<file path="config.mk">
export PLATFORM = sky130hd
export DESIGN_NAME = alu_exec_unit
export DESIGN_NICKNAME = d
export VERILOG_FILES = /design/src/rtl/alu_exec_pkg.sv /design/src/rtl/alu_iter_mul.sv /design/src/rtl/alu_exec_unit.sv
export SDC_FILE = /design/constraint.sdc
export NUM_CORES = 1
export LEC_CHECK = 0
export CORE_AREA = 3 3 204 206
export DETAILED_ROUTE_END_ITERATION = 16
export DIE_AREA = 0 0 207 209
export GPL_TIMING_DRIVEN = 0
export PLACE_DENSITY_LB_ADDON = 0.3
export REMOVE_ABC_BUFFERS = 1
export SYNTH_ARGS = -nofsm -noshare
export SYNTH_HDL_FRONTEND = slang
export SYNTH_SLANG_ARGS = --single-unit
</file>
<file path="constraint.sdc">
create_clock -name clk_i -period 8.54 [get_ports clk_i]
set_input_delay 1.708 -clock clk_i [delete_from_list [all_inputs] [get_ports clk_i]]
set_output_delay 1.708 -clock clk_i [all_outputs]
set_load 0.02 [all_outputs]
</file>
<file path="src/rtl/alu_exec_pkg.sv">
// Shared definitions for the EX-stage execution unit:
// ALUOp groups, funct codes, ALU control encodings and FSM states.
package alu_exec_pkg;

    localparam logic [1:0] ALUOP_MEM = 2'b00;
    localparam logic [1:0] ALUOP_BR  = 2'b01;
    localparam logic [1:0] ALUOP_R   = 2'b10;
    localparam logic [1:0] ALUOP_MUL = 2'b11;

    localparam logic [3:0] FN_ADD   = 4'b0000;
    localparam logic [3:0] FN_SUB   = 4'b1000;
    localparam logic [3:0] FN_AND   = 4'b0111;
    localparam logic [3:0] FN_OR    = 4'b0110;
    localparam logic [3:0] FN_XOR   = 4'b0100;
    localparam logic [3:0] FN_SLL   = 4'b0001;
    localparam logic [3:0] FN_SRL   = 4'b0101;
    localparam logic [3:0] FN_SRA   = 4'b1101;
    localparam logic [3:0] FN_SLT   = 4'b0010;
    localparam logic [3:0] FN_SLTU  = 4'b0011;
    localparam logic [3:0] FN_MUL   = 4'b0000;
    localparam logic [3:0] FN_MULHU = 4'b0011;

    localparam logic [3:0] CTRL_AND     = 4'b0000;
    localparam logic [3:0] CTRL_OR      = 4'b0001;
    localparam logic [3:0] CTRL_ADD     = 4'b0010;
    localparam logic [3:0] CTRL_XOR     = 4'b0011;
    localparam logic [3:0] CTRL_SLL     = 4'b0100;
    localparam logic [3:0] CTRL_SRL     = 4'b0101;
    localparam logic [3:0] CTRL_SUB     = 4'b0110;
    localparam logic [3:0] CTRL_SLT     = 4'b0111;
    localparam logic [3:0] CTRL_SLTU    = 4'b1000;
    localparam logic [3:0] CTRL_MUL     = 4'b1001;
    localparam logic [3:0] CTRL_MULHU   = 4'b1010;
    localparam logic [3:0] CTRL_SRA     = 4'b1101;
    localparam logic [3:0] CTRL_ILLEGAL = 4'b1111;

    typedef enum logic [1:0] {
        IDLE    = 2'd0,
        MUL_RUN = 2'd1,
        DONE    = 2'd2
    } state_t;

    // ALUOp + funct to ALU control; anything undecodable maps to CTRL_ILLEGAL
    function automatic logic [3:0] decode_ctrl(
        input logic [1:0] aluop,
        input logic [3:0] funct,
        input logic       mul_en
    );
        logic [3:0] c;
        c = CTRL_ILLEGAL;
        case (aluop)
            ALUOP_MEM: c = CTRL_ADD;
            ALUOP_BR:  c = CTRL_SUB;
            ALUOP_R: begin
                case (funct)
                    FN_ADD:  c = CTRL_ADD;
                    FN_SUB:  c = CTRL_SUB;
                    FN_AND:  c = CTRL_AND;
                    FN_OR:   c = CTRL_OR;
                    FN_XOR:  c = CTRL_XOR;
                    FN_SLL:  c = CTRL_SLL;
                    FN_SRL:  c = CTRL_SRL;
                    FN_SRA:  c = CTRL_SRA;
                    FN_SLT:  c = CTRL_SLT;
                    FN_SLTU: c = CTRL_SLTU;
                    default: c = CTRL_ILLEGAL;
                endcase
            end
            ALUOP_MUL: begin
                if (mul_en) begin
                    case (funct)
                        FN_MUL:   c = CTRL_MUL;
                        FN_MULHU: c = CTRL_MULHU;
                        default:  c = CTRL_ILLEGAL;
                    endcase
                end
            end
            default: c = CTRL_ILLEGAL;
        endcase
        return c;
    endfunction

endpackage

</file>
<file path="src/rtl/alu_iter_mul.sv">
// Iterative unsigned shift-add multiplier, one multiplier bit per cycle.
// done pulses on the step that consumes the last bit.
module alu_iter_mul
    import alu_exec_pkg::*;
#(
    parameter int WIDTH = 32
) (
    input  logic               clk,
    input  logic               rst,
    input  logic               start,
    input  logic               flush,
    input  logic [WIDTH-1:0]   a,
    input  logic [WIDTH-1:0]   b,
    output logic [2*WIDTH-1:0] product,
    output logic               done
);

    localparam int CNT_W = $clog2(WIDTH);
    localparam logic [CNT_W-1:0] LAST = CNT_W'(WIDTH - 1);

    logic               busy_q;
    logic [CNT_W-1:0]   cnt_q;
    logic [2*WIDTH-1:0] mcand_q;
    logic [2*WIDTH-1:0] acc_q;
    logic [WIDTH-1:0]   mplier_q;

    // Latch operands on start, then add the shifted multiplicand per set bit
    always_ff @(posedge clk) begin
        if (rst) begin
            busy_q   <= 1'b0;
            cnt_q    <= '0;
            mcand_q  <= '0;
            mplier_q <= '0;
            acc_q    <= '0;
        end else if (flush) begin
            busy_q <= 1'b0;
        end else if (start) begin
            busy_q   <= 1'b1;
            cnt_q    <= '0;
            mcand_q  <= {{WIDTH{1'b0}}, a};
            mplier_q <= b;
            acc_q    <= '0;
        end else if (busy_q) begin
            if (mplier_q[0]) begin
                acc_q <= acc_q + mcand_q;
            end
            mcand_q  <= mcand_q << 1;
            mplier_q <= mplier_q >> 1;
            cnt_q    <= cnt_q + 1'b1;
            if (cnt_q == LAST) begin
                busy_q <= 1'b0;
            end
        end
    end

    assign done    = busy_q && (cnt_q == LAST);
    assign product = acc_q;

endmodule

</file>
<file path="src/rtl/alu_exec_unit.sv">
// EX-stage execution unit: ALU-control decode, registered ALU result,
// optional iterative multiplier behind a valid/ready handshake.
module alu_exec_unit
    import alu_exec_pkg::*;
#(
    parameter int WIDTH   = 32,
    parameter int MUL_EN  = 1,
    parameter int SHAMT_W = $clog2(WIDTH)
) (
    input  logic             clk_i,
    input  logic             rst_i,
    input  logic             flush_i,
    input  logic             valid_i,
    output logic             ready_o,
    input  logic [1:0]       aluop_i,
    input  logic [3:0]       funct_i,
    input  logic [WIDTH-1:0] src1_i,
    input  logic [WIDTH-1:0] src2_i,
    output logic             valid_o,
    input  logic             ready_i,
    output logic [WIDTH-1:0] result_o,
    output logic             zero_o,
    output logic [3:0]       ctrl_o,
    output logic             illegal_o,
    output logic             stall_o
);

    state_t state_q;
    state_t state_d;

    logic [3:0]         ctrl;
    logic               illegal;
    logic               is_mul;
    logic               accept;
    logic               mul_start;
    logic               mul_done;
    logic               mul_hi_q;
    logic [SHAMT_W-1:0] shamt;
    logic [WIDTH-1:0]   alu_res;
    logic [WIDTH-1:0]   mul_res;
    logic [2*WIDTH-1:0] mul_prod;
    logic signed [WIDTH-1:0] sra_res;

    // Decode the presented op into an ALU control code
    always_comb begin
        ctrl = decode_ctrl(aluop_i, funct_i, MUL_EN != 0);
    end

    assign illegal   = (ctrl == CTRL_ILLEGAL);
    assign is_mul    = (ctrl == CTRL_MUL) || (ctrl == CTRL_MULHU);
    assign ready_o   = (state_q == IDLE) && (!valid_o || ready_i);
    assign accept    = valid_i && ready_o && !flush_i && !rst_i;
    assign mul_start = accept && is_mul;
    assign stall_o   = (state_q == MUL_RUN);

    assign shamt   = src2_i[SHAMT_W-1:0];
    assign sra_res = $signed(src1_i) >>> shamt;

    // Single-cycle ALU datapath; illegal and MUL codes fall to zero
    always_comb begin
        alu_res = '0;
        unique case (ctrl)
            CTRL_ADD:  alu_res = src1_i + src2_i;
            CTRL_SUB:  alu_res = src1_i - src2_i;
            CTRL_AND:  alu_res = src1_i & src2_i;
            CTRL_OR:   alu_res = src1_i | src2_i;
            CTRL_XOR:  alu_res = src1_i ^ src2_i;
            CTRL_SLL:  alu_res = src1_i << shamt;
            CTRL_SRL:  alu_res = src1_i >> shamt;
            CTRL_SRA:  alu_res = sra_res;
            CTRL_SLT:  alu_res = {{(WIDTH-1){1'b0}},
                                  $signed(src1_i) < $signed(src2_i)};
            CTRL_SLTU: alu_res = {{(WIDTH-1){1'b0}},
                                  src1_i < src2_i};
            default:   alu_res = '0;
        endcase
    end

    generate
        if (MUL_EN != 0) begin : g_mul
            alu_iter_mul #(
                .WIDTH(WIDTH)
            ) u_mul (
                .clk     (clk_i),
                .rst     (rst_i),
                .start   (mul_start),
                .flush   (flush_i),
                .a       (src1_i),
                .b       (src2_i),
                .product (mul_prod),
                .done    (mul_done)
            );
        end else begin : g_nomul
            assign mul_prod = '0;
            assign mul_done = 1'b0;
        end
    endgenerate

    assign mul_res = mul_hi_q ? mul_prod[2*WIDTH-1:WIDTH]
                              : mul_prod[WIDTH-1:0];

    // Remember which half of the product the running MUL wants
    always_ff @(posedge clk_i) begin
        if (rst_i) begin
            mul_hi_q <= 1'b0;
        end else if (mul_start) begin
            mul_hi_q <= (ctrl == CTRL_MULHU);
        end
    end

    // FSM state register
    always_ff @(posedge clk_i) begin
        if (rst_i) begin
            state_q <= IDLE;
        end else begin
            state_q <= state_d;
        end
    end

    // FSM next state; flush always returns to IDLE
    always_comb begin
        state_d = state_q;
        unique case (state_q)
            IDLE:    if (mul_start) state_d = MUL_RUN;
            MUL_RUN: if (mul_done)  state_d = DONE;
            DONE:    state_d = IDLE;
            default: state_d = IDLE;
        endcase
        if (flush_i) begin
            state_d = IDLE;
        end
    end

    // Output register: load on DONE or single-cycle accept, clear on take
    always_ff @(posedge clk_i) begin
        if (rst_i) begin
            valid_o   <= 1'b0;
            result_o  <= '0;
            zero_o    <= 1'b0;
            ctrl_o    <= CTRL_ILLEGAL;
            illegal_o <= 1'b0;
        end else if (flush_i) begin
            valid_o <= 1'b0;
        end else if (state_q == DONE) begin
            valid_o   <= 1'b1;
            result_o  <= mul_res;
            zero_o    <= (mul_res == '0);
            ctrl_o    <= mul_hi_q ? CTRL_MULHU : CTRL_MUL;
            illegal_o <= 1'b0;
        end else if (accept && !is_mul) begin
            valid_o   <= 1'b1;
            result_o  <= alu_res;
            zero_o    <= (alu_res == '0);
            ctrl_o    <= ctrl;
            illegal_o <= illegal;
        end else if (ready_i) begin
            valid_o <= 1'b0;
        end
    end

endmodule

</file>
After elaboration in Yosys (flattened, before gate mapping) --
Memory sizes are Yosys's and may differ from the RTL's. Index checks and enable logic that the tools add are counted. Widths: inputs -> output; s select.
Operators by class: add/sub/neg operators 4, multipliers 0, div/mod/pow operators 0, magnitude comparators 2, equal/unequal tests 21, shifts and indexed selects 3, muxes and demuxes 31, bitwise logic cells 4, reduce and logical (&&, ||, !) cells 28
Operators with widths (count):
- $mux 64 | 5
- $pmux 32 s10 | 1
- $mux 32 | 5
- $add 64x64->64 | 1
- $logic_not 32->1 | 2
- $lt 32x32->1 | 2
- $add 32x32->32 | 1
- $and 32x32->32 | 1
- $or 32x32->32 | 1
- $shl 32x5->32 | 1
- $shr 32x5->32 | 1
- $sshr 32x5->32 | 1
- $sub 32x32->32 | 1
- $xor 32x32->32 | 1
- $eq 4x4->1 const B | 5
- $eq 4x3->1 const B | 4
- $pmux 4 s4 | 1
- $eq 4x2->1 const B | 3
- $mux 1 | 10
- $mux 5 | 2
- $logic_not 4->1 | 2
- $mux 4 | 2
- $logic_and 1x1->1 | 7
- $eq 2x2->1 const B | 3
- 17 further kinds | 30
Storage, ports and cells: bits in registers 208, bits in latches 0, memory bits (writable) 0, ROM bits 64, input bits 75, output and inout port bits 41, logic and storage cells 106, memories kept 1
Memory list:
- (no name shown) | words 16, bits a word 4, read ports 1, clocked after memory_dff 0, write ports 0, RTL line alu_exec_pkg.sv:55 | case (funct)

Depth between registers and ports, before layout --
depth in word-level cells 9, gate-level depth with buffers 19

Modules after synthesis --
From an unflattened synthesis, not the netlist that was laid out.
Second synthesis, totals: cells, all modules 3055, area total of the unflattened synthesis 23119.7 um^2
By module, submodules not included:
- alu_exec_unit | instances 1, cells an instance 1864, area each 13201.4 um^2
- alu_iter_mul | instances 1, cells an instance 1191, area each 9918.3 um^2

Least setup slack after synthesis --
No wires, ideal clock.
kind input-to-reg, from input port src2_i[2], to register zero_o, data arrival time 6.237 ns, path slack 2.244 ns, cell stages on the path 19, path buffers 5, cells stage by stage buf_2 > clkinv_1 > buf_2 > buf_1 > buf_1 > ha_1 > buf_2 > nand2b_1 > a2111oi_2 > o22a_2 > a211oi_4 > o211ai_2 > o22ai_1 > o21ai_0 > o2111ai_1 > or4_1 > or4_1 > nor4_1 > a31o_1
Between the ends: cells in the longest elaborated chain, start to end 5
RTL lines:
- start, declared | RTL line alu_exec_unit.sv:18 | input logic [WIDTH-1:0] src2_i,
- $sub 32x32->32 (tied with other cells) | RTL line alu_exec_unit.sv:64 | CTRL_SUB: alu_res = src1_i - src2_i;
- $pmux 32 s10 * | RTL line alu_exec_unit.sv:62 | unique case (ctrl)
- $logic_not 32->1 * | RTL line alu_exec_unit.sv:153 | zero_o <= (alu_res == '0);
- $mux 1 * | RTL line alu_exec_unit.sv:150 | end else if (accept && !is_mul) begin
- $mux 1 * | RTL line alu_exec_unit.sv:144 | end else if (state_q == DONE) begin
- end signal, assigned | RTL line alu_exec_unit.sv:147 | zero_o <= (mul_res == '0);
- end signal, assigned | RTL line alu_exec_unit.sv:153
- end, declared | RTL line alu_exec_unit.sv:22 | output logic zero_o,
Mark *: on every way between the ends. The rest lies on a longest branch, timed or not. The select of a mux whose other input is x is not followed. A chain may end at the register's enable or synchronous reset.

Worst setup path after layout --
from input port funct_i[0], to register g_mul.u_mul.acc_q[61] (netlist: g_mul.u_mul.product[61])
Between the ends: cells in the longest elaborated chain, start to end 8
RTL lines:
- start, declared | RTL line alu_exec_unit.sv:16 | input logic [3:0] funct_i,
- branches (longest 2 deep; another with $mem_v2 16x4)
- $pmux 4 s4 * | RTL line alu_exec_pkg.sv:51 | case (aluop)
- $eq 4x4->1 | RTL line alu_exec_unit.sv:50 | assign is_mul = (ctrl == CTRL_MUL) || (ctrl == CTRL_MULHU);
- $logic_or 1x1->1 * | RTL line alu_exec_unit.sv:50
- $logic_and 1x1->1 * | RTL line alu_exec_unit.sv:53 | assign mul_start = accept && is_mul;
- $reduce_bool 2->1 (no line)
- $reduce_and 3->1 (no line)
- end signal, assigned | RTL line alu_iter_mul.sv:45 | acc_q <= acc_q + mcand_q;
- end, declared | RTL line alu_iter_mul.sv:24 | logic [2*WIDTH-1:0] acc_q;
Every way passes the cells marked *.

==> impl_metrics.json <==
{
  "status": "complete, but fails checks",
  "violations": "capacitance limit",
  "grt_start_max_net_pins": 115,
  "postSynth.asyncResetShare_pct": 0,
  "worstSetupStartpointType": "input pin",
  "cts-resized-gates": 0,
  "path_class": "in -> reg",
  "min-delay-start": "result_o[9]$_SDFFE_PP0P_",
  "clock_latency_ns": 0.55,
  "ys_seq_area_share_pct": 19.7,
  "r2r-start": "g_mul.u_mul.product[0]$_SDFFE_PP0P_",
  "hold_path_end": "result_o[9]$_SDFFE_PP0P_",
  "worst_slew_pin_slew_ns": 1.45,
  "cp.required_ns": 9.02,
  "synth_seq_cells": 208,
  "slew_headroom_pct": 2.39,
  "ff2ff_path_depth": 14,
  "pin_count": 116,
  "wirelength_um": 85800,
  "drt_iter0_markers": 2938,
  "peakVddDrop_uv": 139,
  "p_per_area_nw_per_um2": 123,
  "critPathMaxFanout": 58,
  "tns_ns": 0,
  "drv_cap": 1,
  "die_h_um": 209,
  "placed_area_um2": 22600,
  "fillers": 3781,
  "dieWidth_um": 207,
  "period_share_pct": 94.2,
  "viasPerCell": 6.84,
  "r2r_end": "g_mul.u_mul.product[62]$_SDFFE_PP0P_",
  "ys_warn_count": 0,
  "grt_pass1_wl_um": 130000,
  "place_congestion": 1.04,
  "max_freq_mhz": 124,
  "postCtsSetupBuffers": 0,
  "synth.distinct_cells": 101,
  "cts_sinks": 208,
  "min_period_ns": 8.04,
  "cts_tree": "built",
  "cts_hold_buffers": 0,
  "core_um2": 39800,
  "synth-edff-count": 0,
  "grt_usage_pct": 37.5,
  "multiInputGateArea_um2": 15800,
  "nets": 3107,
  "avgSynthCellArea_um2": 7.30,
  "syn_to_final_growth_pct": 10.9,
  "synth_cells": 2898,
  "setup_violations": 0,
  "r2r_setup_slack_ns": 2.90,
  "rows": 73,
  "antennaDiodeCount": 0,
  "arrival_ns": 8.53,
  "root_buffer": "clkbuf_16",
  "hp-class": "reg -> reg",
  "wl_per_cell_um": 25.2,
  "die_area_um2": 43300,
  "finalMaxSlewViolations": 0,
  "power.leakage_nw": 9.02,
  "rsz0062_at_grt": "no",
  "grt_pass1_vias": 21700,
  "drive_gt1_share_pct": 6.94,
  "start_util_pct": 53.1,
  "regArea_um2": 4170,
  "dp.final_hpwl_um": 64600,
  "drc": 0,
  "cp-end-kind": "register",
  "fin_worst_skew_ns": 0.00918,
  "cts_buffer_depth": 3,
  "hold_viol_final": 0,
  "post-route-cell-area_um2": 23500,
  "synthFlopType": "dfxtp_1",
  "io_buffers": 115,
  "synthesis.area_um2": 21200,
  "holdPathStages": 2,
  "overflow": 0,
  "htree_levels": 1,
  "num_vias": 23300,
  "firstDrtPassIters": 6,
  "clk_pin_slew_worst_paths_ns": 0.06,
  "final_core_util_pct": 58.9,
  "numCtsBuffers": 25,
  "antenna_found_initial": 0,
  "antenna_left": 0
}
## report_power, final
| group | leakage [nW] | switching [mW] | internal, mW |
|---|---|---|---|
| registers | 1.68 | 0.00766 | 0.980 |
| clock network | 0.405 | 0.449 | 0.600 |
| logic | 6.94 | 0.562 | 0.299 |
## area by class of cell
type	count	share of cell area, %
clock inverters	13	0.363
multi-input cells	2362	67.2
inverters	122	1.98
well taps	525	2.80
repair buffers	142	6.83
flip-flops and latches	208	17.7
clock buffers	33	3.09
## how the worst max path moves through the flow
stage	endpoint	startpoint	depth (start not counted)
6_report	g_mul.u_mul.product[61]$_SDFFE_PP0P_	funct_i[0]	20
3_3_place_gp	g_mul.u_mul.product[25]$_SDFFE_PP0P_	rst_i	10
2_1_floorplan	g_mul.u_mul.product[48]$_SDFFE_PP0P_	funct_i[0]	13
5_1_grt	g_mul.u_mul.product[61]$_SDFFE_PP0P_	funct_i[0]	20
4_1_cts	zero_o$_SDFFE_PP0P_	src2_i[3]	15
3_5_place_dp	zero_o$_SDFFE_PP0P_	src2_i[3]	15
## worst max-delay path: stages
cell and delay (ns):
clkdlybuf4s50_1 0.57, inv_1 0.07, ha_1 0.28, or4b_1 0.57
nor2b_1 0.35, nor2_2 0.63, buf_8 0.27, xnor2_1 0.22
and3b_4 0.43, buf_16 0.29, nor2_1 0.13, nor2_4 0.61
buf_12 0.30, buf_12 0.26, o21ai_4 0.26, buf_12 0.30
nor3_1 0.74, a32o_1 0.28, a31oi_1 0.05, nand2_1 0.10
## flip-flops by register name, summed over array words and instances (netlist names)
name and cells:
ctrl_o 4, g_mul.u_mul.busy_q 1, g_mul.u_mul.cnt_q 5, g_mul.u_mul.mcand_q 64, g_mul.u_mul.mplier_q 32, g_mul.u_mul.product 64, illegal_o 1, mul_hi_q 1
result_o 32, state_q 2, valid_o 1, zero_o 1
## cells in the mapped netlist (32+ instances only)
| cell type | instances | area (µm²) |
|---|---|---|
| nand2_1 | 420 | 1580 |
| nor2_1 | 314 | 1180 |
| a21oi_1 | 255 | 1280 |
| dfxtp_1 | 208 | 4160 |
| ha_1 | 168 | 2100 |
| clkbuf_1 | 149 | 559 |
| o21ai_0 | 135 | 676 |
| inv_1 | 119 | 447 |
| mux2i_1 | 96 | 961 |
| nor3_1 | 76 | 380 |
| a311oi_1 | 66 | 578 |
| nand3_1 | 64 | 320 |
| o211ai_1 | 56 | 420 |
| a21o_1 | 51 | 383 |
| xnor2_1 | 42 | 368 |
| a211oi_1 | 40 | 300 |
| a22oi_1 | 36 | 270 |
| nand4_1 | 32 | 200 |
## through the flow
step,worst slack (ns),power (mW),hold WS [ns],std cells
finish,0.495,2.90,0.453,3405
global placement,-22.57,1.81,0.442,3332
CTS,0.613,2.87,0.456,3403
floorplan,-8.78,1.49,0.442,2692
detailed placement,0.0535,1.83,0.449,3357
global route,0.272,2.99,0.481,3405
## logic make-up (layout without fill, tap and decap cells)
| group | after synthesis | count (layout) | share of synthesized area [%] |
|---|---|---|---|
| buffers and inverters | 328 | 310 | 6.33 |
| flip-flops | 208 | 208 | 19.7 |
| AND/OR/NAND/NOR | 1055 | 1055 | 22.1 |
| XOR/XNOR | 71 | 71 | 2.94 |
| multiplexers | 156 | 156 | 9.38 |
| AO/OA/AOI/OAI | 909 | 909 | 29.3 |
| adder cells (fa/ha/maj) | 171 | 171 | 10.2 |
## per-layer routing
metal | track usage [%] | part of all wire [%] | up-vias
met5 | 0 | 0 | -
met4 | 16.5 | 4.9 | 0
met3 | 7.42 | 11 | 232
met2 | 55.8 | 42 | 1448
met1 | 52.6 | 42 | 11000
li1 | - | - | 10600
## layout by cell type (no fill, tap or decap), types with 11 or more instances in the layout
| cell type | instances |
|---|---|
| dfxtp_1 | 207 |
| nand4_1 | 32 |
| o21a_1 | 17 |
| clkdlybuf4s50_1 | 109 |
| o21bai_1 | 22 |
| nor2_1 | 309 |
| xnor2_1 | 42 |
| mux2i_1 | 96 |
| nand2b_1 | 28 |
| nand2_1 | 419 |
| o221ai_1 | 13 |
| a21o_1 | 51 |
| xor2_1 | 29 |
| and3_1 | 11 |
| nor2b_1 | 24 |
| and2_1 | 16 |
| clkbuf_16 | 25 |
| a221oi_1 | 21 |
| o22ai_1 | 24 |
| a31oi_1 | 21 |
| ha_1 | 168 |
| nand3_1 | 63 |
| a22oi_1 | 36 |
| nor4_1 | 13 |
| a311oi_1 | 65 |
| o31ai_1 | 19 |
| nor3_1 | 72 |
| mux2_2 | 29 |
| o211ai_1 | 56 |
| o21ai_0 | 134 |
| mux4_2 | 31 |
| inv_1 | 119 |
| a21oi_1 | 255 |
| a211oi_1 | 40 |
Note: power is estimated with default switching activity, not from simulation.
